$ cat src/rtl/lfsr_prng_fifo.sv
// Galois LFSR random number source with a programmable tap mask and a FIFO
// of harvested 32-bit samples, exposed through the IO-bus register handshake.
module lfsr_prng_fifo #(
  parameter int               WIDTH  = 64,
  parameter int               DEPTH  = 8,
  parameter logic [255:0]     SEED   = 256'h1,
  parameter logic [255:0]     TAPS   = 256'hD800_0000_0000_0000,
  localparam int              ADDR_W = $clog2(2*(WIDTH/32)+3)
) (
  input  logic              clk_i,
  input  logic              rst_n_i,
  input  logic              write_i,
  input  logic [31:0]       write_data_i,
  input  logic [ADDR_W-1:0] write_address_i,
  output logic              write_done_o,
  input  logic              read_i,
  input  logic [ADDR_W-1:0] read_address_i,
  output logic              read_done_o,
  output logic [31:0]       read_data_o
);

  localparam int WORDS = WIDTH / 32;
  localparam int PTR_W = (DEPTH > 1) ? $clog2(DEPTH) : 1;
  localparam int CNT_W = $clog2(DEPTH + 1);

  localparam logic [ADDR_W-1:0] A_CTRL   = ADDR_W'(2*WORDS);
  localparam logic [ADDR_W-1:0] A_STATUS = ADDR_W'(2*WORDS + 1);
  localparam logic [ADDR_W-1:0] A_SAMPLE = ADDR_W'(2*WORDS + 2);

  localparam logic [WIDTH-1:0] SEED_W = SEED[WIDTH-1:0];
  localparam logic [WIDTH-1:0] TAPS_W = TAPS[WIDTH-1:0];

  logic [WIDTH-1:0] state_q, state_d;
  logic [WIDTH-1:0] taps_q, taps_d;
  logic             en_q, en_d;
  logic             mode_q, mode_d;
  logic [4:0]       hcnt_q, hcnt_d;
  logic             underflow_q, underflow_d;
  logic [31:0]      mem_q [DEPTH];
  logic [PTR_W-1:0] wr_ptr_q, wr_ptr_d;
  logic [PTR_W-1:0] rd_ptr_q, rd_ptr_d;
  logic [CNT_W-1:0] count_q, count_d;
  logic [31:0]      read_data_q, read_data_d;
  logic             read_done_q, write_done_q;

  logic full, empty, lockup;
  logic wr_state_taps, wr_ctrl, flush;
  logic rd_sample, rd_status, pop, uf_set;
  logic step, push, push_ok;

  assign full   = (count_q == CNT_W'(DEPTH));
  assign empty  = (count_q == '0);
  assign lockup = (state_q == '0);

  assign wr_state_taps = write_i && (write_address_i < ADDR_W'(2*WORDS));
  assign wr_ctrl       = write_i && (write_address_i == A_CTRL);
  assign flush         = wr_ctrl && write_data_i[2];

  assign rd_sample = read_i && (read_address_i == A_SAMPLE);
  assign rd_status = read_i && (read_address_i == A_STATUS);
  assign pop       = rd_sample && !empty;
  assign uf_set    = rd_sample && empty;

  // A software write to STATE/TAPS pre-empts the shift; on-demand mode stalls while full
  assign step    = en_q && !wr_state_taps && (!mode_q || !full || pop);
  assign push    = step && (hcnt_q == 5'd31) && !flush;
  assign push_ok = push && (!full || pop);

  // LFSR advance and register-file writes to STATE / TAPS / CTRL
  always_comb begin
    state_d = state_q;
    taps_d  = taps_q;
    en_d    = en_q;
    mode_d  = mode_q;
    if (step) begin
      state_d = (state_q >> 1) ^ (state_q[0] ? taps_q : '0);
    end
    for (int k = 0; k < WORDS; k++) begin
      if (write_i && write_address_i == ADDR_W'(k)) begin
        state_d[32*k +: 32] = write_data_i;
      end
      if (write_i && write_address_i == ADDR_W'(WORDS + k)) begin
        taps_d[32*k +: 32] = write_data_i;
      end
    end
    if (wr_ctrl) begin
      en_d   = write_data_i[0];
      mode_d = write_data_i[1];
    end
  end

  // Harvest counter, FIFO bookkeeping and sticky underflow
  always_comb begin
    hcnt_d      = hcnt_q;
    wr_ptr_d    = wr_ptr_q;
    rd_ptr_d    = rd_ptr_q;
    count_d     = count_q;
    underflow_d = underflow_q;
    if (wr_state_taps || flush) begin
      hcnt_d = '0;
    end else if (step) begin
      hcnt_d = hcnt_q + 5'd1;
    end
    if (pop) begin
      rd_ptr_d = rd_ptr_q + PTR_W'(1);
    end
    if (push_ok) begin
      wr_ptr_d = wr_ptr_q + PTR_W'(1);
    end
    case ({push_ok, pop})
      2'b10:   count_d = count_q + CNT_W'(1);
      2'b01:   count_d = count_q - CNT_W'(1);
      default: count_d = count_q;
    endcase
    if (flush) begin
      wr_ptr_d = '0;
      rd_ptr_d = '0;
      count_d  = '0;
    end
    if (rd_status) begin
      underflow_d = 1'b0;
    end
    if (uf_set) begin
      underflow_d = 1'b1;
    end
  end

  // Read mux over current (pre-write) register values
  always_comb begin
    read_data_d = read_data_q;
    if (read_i) begin
      read_data_d = '0;
      for (int k = 0; k < WORDS; k++) begin
        if (read_address_i == ADDR_W'(k)) begin
          read_data_d = state_q[32*k +: 32];
        end
        if (read_address_i == ADDR_W'(WORDS + k)) begin
          read_data_d = taps_q[32*k +: 32];
        end
      end
      if (read_address_i == A_CTRL) begin
        read_data_d = {30'b0, mode_q, en_q};
      end
      if (read_address_i == A_STATUS) begin
        read_data_d = {20'b0, underflow_q, lockup, full, empty, 8'(count_q)};
      end
      if (read_address_i == A_SAMPLE && !empty) begin
        read_data_d = mem_q[rd_ptr_q];
      end
    end
  end

  // Control/state registers and bus handshake flops
  always_ff @(posedge clk_i or negedge rst_n_i) begin
    if (!rst_n_i) begin
      state_q      <= SEED_W;
      taps_q       <= TAPS_W;
      en_q         <= 1'b0;
      mode_q       <= 1'b0;
      hcnt_q       <= '0;
      underflow_q  <= 1'b0;
      wr_ptr_q     <= '0;
      rd_ptr_q     <= '0;
      count_q      <= '0;
      read_data_q  <= '0;
      read_done_q  <= 1'b0;
      write_done_q <= 1'b0;
    end else begin
      state_q      <= state_d;
      taps_q       <= taps_d;
      en_q         <= en_d;
      mode_q       <= mode_d;
      hcnt_q       <= hcnt_d;
      underflow_q  <= underflow_d;
      wr_ptr_q     <= wr_ptr_d;
      rd_ptr_q     <= rd_ptr_d;
      count_q      <= count_d;
      read_data_q  <= read_data_d;
      read_done_q  <= read_i;
      write_done_q <= write_i;
    end
  end

  // Sample storage; written with the post-step low word on an accepted push
  always_ff @(posedge clk_i or negedge rst_n_i) begin
    if (!rst_n_i) begin
      for (int i = 0; i < DEPTH; i++) begin
        mem_q[i] <= '0;
      end
    end else if (push_ok) begin
      mem_q[wr_ptr_q] <= state_d[31:0];
    end
  end

  assign read_data_o  = read_data_q;
  assign read_done_o  = read_done_q;
  assign write_done_o = write_done_q;

endmodule
$ cat config.mk
export PLATFORM = sky130hd
export DESIGN_NAME = lfsr_prng_fifo
export DESIGN_NICKNAME = d
export VERILOG_FILES = /design/src/rtl/lfsr_prng_fifo.sv
export SDC_FILE = /design/constraint.sdc
export NUM_CORES = 1
export LEC_CHECK = 0
export CORE_UTILIZATION = 65
export DETAILED_ROUTE_END_ITERATION = 10
export HOLD_SLACK_MARGIN = 0.1
export PLACE_DENSITY = 0.94
export REMOVE_ABC_BUFFERS = 1
export SETUP_SLACK_MARGIN = 0.3
export SLEW_MARGIN = 5
export SYNTH_ARGS = -nofsm -noshare
export SYNTH_HDL_FRONTEND = slang
export SYNTH_SLANG_ARGS = --single-unit
$ cat constraint.sdc
create_clock -name clk_i -period 6.3 [get_ports clk_i]
set_input_delay 1.26 -clock clk_i [delete_from_list [all_inputs] [get_ports clk_i]]
set_output_delay 1.26 -clock clk_i [all_outputs]
set_load 0.005 [all_outputs]
After elaboration in Yosys (flattened, before gate mapping):

Cells that the tools add are included.

* output and inout port bits: 34
* memories kept: 0
* input port bits: 42
* bits in latches: 0
* RAM bits: 0
* register bits: 436
* memory bits (read-only): 0

* equal/unequal tests: 14
* shifts and indexed selects: 0
* div/mod/pow operators: 0
* $lt $le $gt $ge: 4
* reductions and logical operators: 37
* multipliers: 0
* add/sub/neg operators: 5
* muxes and demuxes: 27
* bitwise operators: 3

Operator list (count)
* $mux W32: 12
* $bwmux W256: 1
* $mux W64: 2
* $bmux W32 S3: 1
* $demux W32 S3: 1
* $logic_not A64 Y1: 1
* $xor A63 B64 Y64: 1
* $logic_and A1 B1 Y1: 18
* $eq A3 B2 Y1 const B: 4
* $eq A3 B3 Y1 const B: 4
* $mux W3: 4
* $mux W5: 2
* $reduce_bool A2 Y1: 5
* $ge A4 B4 Y1 const B: 2
* $not A3 Y4: 2
* $pmux W4 S2: 1
* $add A3 B1 Y3 const B: 2
* $eq A3 B1 Y1 const B: 2
* $logic_not A3 Y1: 2
* $add A5 B1 Y5 const B: 1
* $eq A5 B5 Y1 const B: 1
* $logic_not A1 Y1: 5
* $add A4 B1 Y4 const B: 1
* $eq A4 B4 Y1 const B: 1
* other kinds (10): 14

Logic depth before layout (Yosys ltp):

* depth after elaboration: 11
* gate-level depth with buffers: 13
* depth with buffers taken out: 12

Least setup slack after synthesis:

OpenSTA, ideal clock, no wires.

* path kind: input-to-reg
* start point: input port write_i
* end point: register mem_q[64] in the netlist's numbering
* cell stages on the path: 7
* setup time: 0.125 ns
* data arrival time: 2.993 ns
* path slack: 3.182 ns
* path through: nor2b_1 -> buf_2 -> or3_1 -> buf_6 -> or4b_1 -> buf_6 -> mux2_4

* cells in the longest elaborated chain, start to end: 7
* elaborated cells between the ends (all ways): 14
* those cells by class: mux (3); reduce/logical (11)

Ends and longest elaborated chain
* start, declared: RTL line 12 `input logic write_i,`
* $logic_and A1 B1 Y1: RTL line 55 `assign wr_state_taps = write_i && (write_address_i < ADDR_W'(2*WORDS));`
* $logic_not A1 Y1: RTL line 65 `assign step = en_q && !wr_state_taps && (!mode_q || !full || pop);`
* $logic_and A1 B1 Y1 (2 in series): RTL line 65
* $mux W64 or $logic_and A1 B1 Y1 (tied branches): RTL line 75, 66
* $mux W32 or $logic_and A1 B1 Y1 (tied branches): RTL line 79, 66
* $bwmux W256 or $logic_and A1 B1 Y1 (tied branches): RTL line 191, 67
* end signal, assigned by index: RTL line 191 `mem_q[wr_ptr_q] <= state_d[31:0];`
* end, declared: RTL line 39 `logic [31:0] mem_q [DEPTH];`

Several ways; a longest one is shown, not always the timed one. The select of a mux whose other input is x is not followed.
A chain may end at the register's enable or synchronous reset.

Worst setup path in the final report:

* start point: input port read_address_i[2]
* end point: register mem_q[213] in the netlist's numbering

* cells in the longest elaborated chain, start to end: 8
* elaborated cells between the ends (all ways): 12
* those cells by class: eq/ne (1); mux (3); reduce/logical (8)

Ends and longest elaborated chain
* start, declared: RTL line 17 `input logic [ADDR_W-1:0] read_address_i,`
* $eq A3 B3 Y1 (*): RTL line 59 `assign rd_sample = read_i && (read_address_i == A_SAMPLE);`
* $logic_and A1 B1 Y1 (*): RTL line 59
* $logic_and A1 B1 Y1 (*): RTL line 61 `assign pop = rd_sample && !empty;`
* $logic_or A1 B1 Y1: RTL line 65
* $logic_and A1 B1 Y1: RTL line 65
* $mux W64 or $logic_and A1 B1 Y1 (tied branches): RTL line 75, 66
* $mux W32 or $logic_and A1 B1 Y1 (tied branches): RTL line 79, 66
* $bwmux W256 or $logic_and A1 B1 Y1 (tied branches): RTL line 191, 67

Every way passes the cells marked *; elsewhere a longest branch is shown, timed or not. The select of a mux whose other input is x is not followed.

==> impl_metrics.tcl <==
set metrics [dict create \
    leakagePower_nw 9.671 \
    drive_gt1_share_pct 18.18 \
    avgRoutedWirePerCell_um 27.27 \
    seq_power_share_pct 42.3 \
    fp.dieArea_um2 32590 \
    relSlewSlack_pct 14.72 \
    p_per_area_nw_per_um2 399.7 \
    reg2reg_from "count_q[0]" \
    dr.first_iter.drc_count 2439 \
    setup_viol_count_final 0 \
    final_cells 2284 \
    setup.worst_path.end "mem_q[213]" \
    cts_made_buffers 44 \
    ant_nets 0 \
    drc 0 \
    htreeDepth 2 \
    critPathTopFamily "simple AND/OR/NAND/NOR gates" \
    avgSynthCellArea_um2 11.33 \
    yosys_warnings 0 \
    worst_path_largest_cell_delay_ns 0.89 \
    grt_use_total_pct 39.57 \
    synthAdderAreaFrac_pct 0.3623 \
    synth.distinct_cells 59 \
    path_buf_inv 2 \
    cp.depth 7 \
    cts.reportedPaths.clkPinSlew_ns 0.06 \
    finClkSkew_ns 0.01562 \
    worst_pin_slew_ns 1.279 \
    min_period_ns 4.477 \
    power_frac_clock_pct 29.2 \
    synth_compound_area_share_pct 12.29 \
    p_sw_mw 3.246 \
    peakVddDrop_mv 0.2072 \
    grt_pass1_wl_mm 98.95 \
    ctsResizeCount 0 \
    core.rowCount 65 \
    drv_slew 0 \
    antenna_found_initial 1 \
    critPathMaxFanout 34 \
    nNetsFinal 1894 \
    syn_to_final_growth_pct 11.39 \
    ys_ff_latch 436 \
    clock_path_buffers 3 \
    timing.fmax_mhz 223.3 \
    drt-pass1-iter-count 6 \
    hold_buffers 0 \
    synthTopCellsByArea "dfrtp_1 52%, mux4_2 10%, a21oi_1 4.4%, nor2_1 4.1%, nand2_1 3.8%" \
    ios 76 \
    synthMuxAreaShare_pct 16.24 \
    p_total_mw 9.226 \
    hold_violations 0 \
    synthCells 1828 \
    synth_xor_area_share_pct 2.917 \
    die_x_um 180.5 \
    worstPathRequired_ns 6.69 \
    ys_seq_area_share_pct 52.69 \
    synthSimpleGateAreaFrac_pct 11.47 \
    start_kind "primary input" \
    syn_area_um2 20720 \
    hpwl_mm 33.75 \
    clk-insertion-delay-late_ns 0.55 \
    regToRegEndpoint "mem_q[213]" \
    synth_most_common_cell "dfrtp_1" \
    p_comb_share_pct 28.4 \
    cts_sinks 436 \
    initial_core_util_pct 65.83 \
    cts_setup_buffers 0 \
    outcome "complete, no violations" \
    yosysTopAreaCell "dfrtp_1" \
    vias 16780 \
    synth_edf_count 0 \
    netlist.area_leader.share_pct 52.06 \
    cp_data_arrival_time_ns 4.86 \
    gp_congestion 0.8501 \
    synth_common_cells "431 x dfrtp_1, 228 x nor2_1, 212 x nand2_1, 183 x a21oi_1, 96 x mux4_2" \
    async_flop_share_pct 100.0 \
    whs_ns 0.4810 \
    crit_type "primary input to register" \
    ff2ff_setup_slack_ns 2.64 \
    core_area_um2 31470 \
    grt_max_degree 164 \
    wirelength_mm 62.28 \
    hold_class "register to register" \
    end_kind "register" \
    chipHeight_um 180.5 \
    crit_start "read_address_i[2]" \
    grt-ovfl-total 0 \
    cts_root_buf "clkbuf_16" \
    synth_top_family_by_area "multiplexers" \
    cts_tree "yes" \
    cpMaxStageDelayCell "nand3_2" \
    rsz0062_at_grt "false" \
    maxCapViolations 0 \
    path_cells "clkdlybuf4s50_1 > nand4b_4 > nand3_1 > nand3_2 > buf_4 > o221ai_1 > o21ai_0" \
    grt_pass1_vias 17800 \
    worstRegToRegCells 6 \
    synth_flop_cell "dfrtp_1" \
    internal_power_mw 5.980 \
    min_period_over_period_pct 71.07 \
    vias_per_cell 7.347 \
    io_buffers 75 \
    switching_share_pct 35.18 \
    dp.cells 2202 \
]
## power by group through the flow
stage / Sequential, mW / Clock (mW) / Combinational [mW]
after CTS: 3.85 / 2.69 / 2.55
after global placement: 3.82 / 0 / 2.33
after detailed placement: 3.86 / 0 / 2.45
final: 3.91 / 2.70 / 2.62
after global routing: 3.93 / 2.79 / 2.78
after floorplan: 3.75 / 0 / 1.71
## routing by layer
layer | up-vias | global-route usage (%) | share of wire, %
li1 | 6568 | - | -
met1 | 8172 | 47.96 | 33
met2 | 1526 | 60.85 | 46
met3 | 512 | 12.45 | 13
met4 | 2 | 27.73 | 8.1
met5 | - | 0 | 0.027
## layout by cell type, fill, tap and decap left out, types with 5 or more instances in the layout
cell and count:
mux2i_1 38, ha_1 6, inv_1 36, nor4_1 18, xnor2_1 32, a21oi_1 183, clkinv_2 8, a221oi_1 5
nand3_1 8, or3_1 33, clkbuf_8 12, o21ai_2 18, dfstp_2 5, o21ai_1 76, xor2_1 37, nor2_1 226
dfrtp_1 428, a221o_1 31, o221ai_1 9, nand4_1 6, clkbuf_1 11, clkbuf_16 45, buf_4 31, o21ai_0 37
clkdlybuf4s50_1 71, mux4_2 96, nand2_1 212, o221ai_2 22, mux2_2 69, nor3_1 5
## final cells by class
type	count	area (um2)
antenna	1	2.502
fill	1730	8396
multi-input combinational	1219	9017
clock buffer	68	1333
inverter	37	138.9
clock inverter	13	147.6
timing repair buffer	108	1013
tap	402	503.0
sequential	436	10920
## per-stage QoR
step | utilization, % | setup TNS [ns] | setup WS [ns] | area [um2]
3_3_place_gp | 68.61 | 0 | 1.713 | 21600
2_1_floorplan | - | -35.89 | -1.335 | 20020
3_5_place_dp | 68.61 | 0 | 1.472 | 21600
4_1_cts | 73.32 | 0 | 1.961 | 23080
6_report | 73.33 | 0 | 1.823 | 23080
5_1_grt | 73.32 | 0 | 1.772 | 23080
## cells by family after synthesis
group           count (synthesis)
mux                           206
compound gates                398
xor+xnor                       69
simple gates                  540
buf+inv                       173
fa+ha+maj                       6
flops                         436
## worst min-delay path, cell delays in order (launching register included)
cell	delay [ns]
dfrtp_1	0.34
nand2_1	0.04
o21ai_0	0.06
## state kept, by name, summed over array words and instances (netlist names), 3 cells and up
register and flops:
mem_q 256, state_q 64, taps_q 64, read_data_o 32
hcnt_q 5, count_q 4, rd_ptr_q 3, wr_ptr_q 3
## how the worst min path moves through the flow
| stage | cells past startpoint | from | end |
|---|---|---|---|
| floorplan | 2 | mem_q[193] | mem_q[193] |
| global placement | 2 | mem_q[7] | mem_q[7] |
| detailed placement | 2 | mem_q[74] | mem_q[74] |
| CTS | 2 | mem_q[213] | mem_q[213] |
| global route | 2 | mem_q[7] | mem_q[7] |
| finish | 2 | mem_q[213] | mem_q[213] |
(Power assumes the default switching activity.)
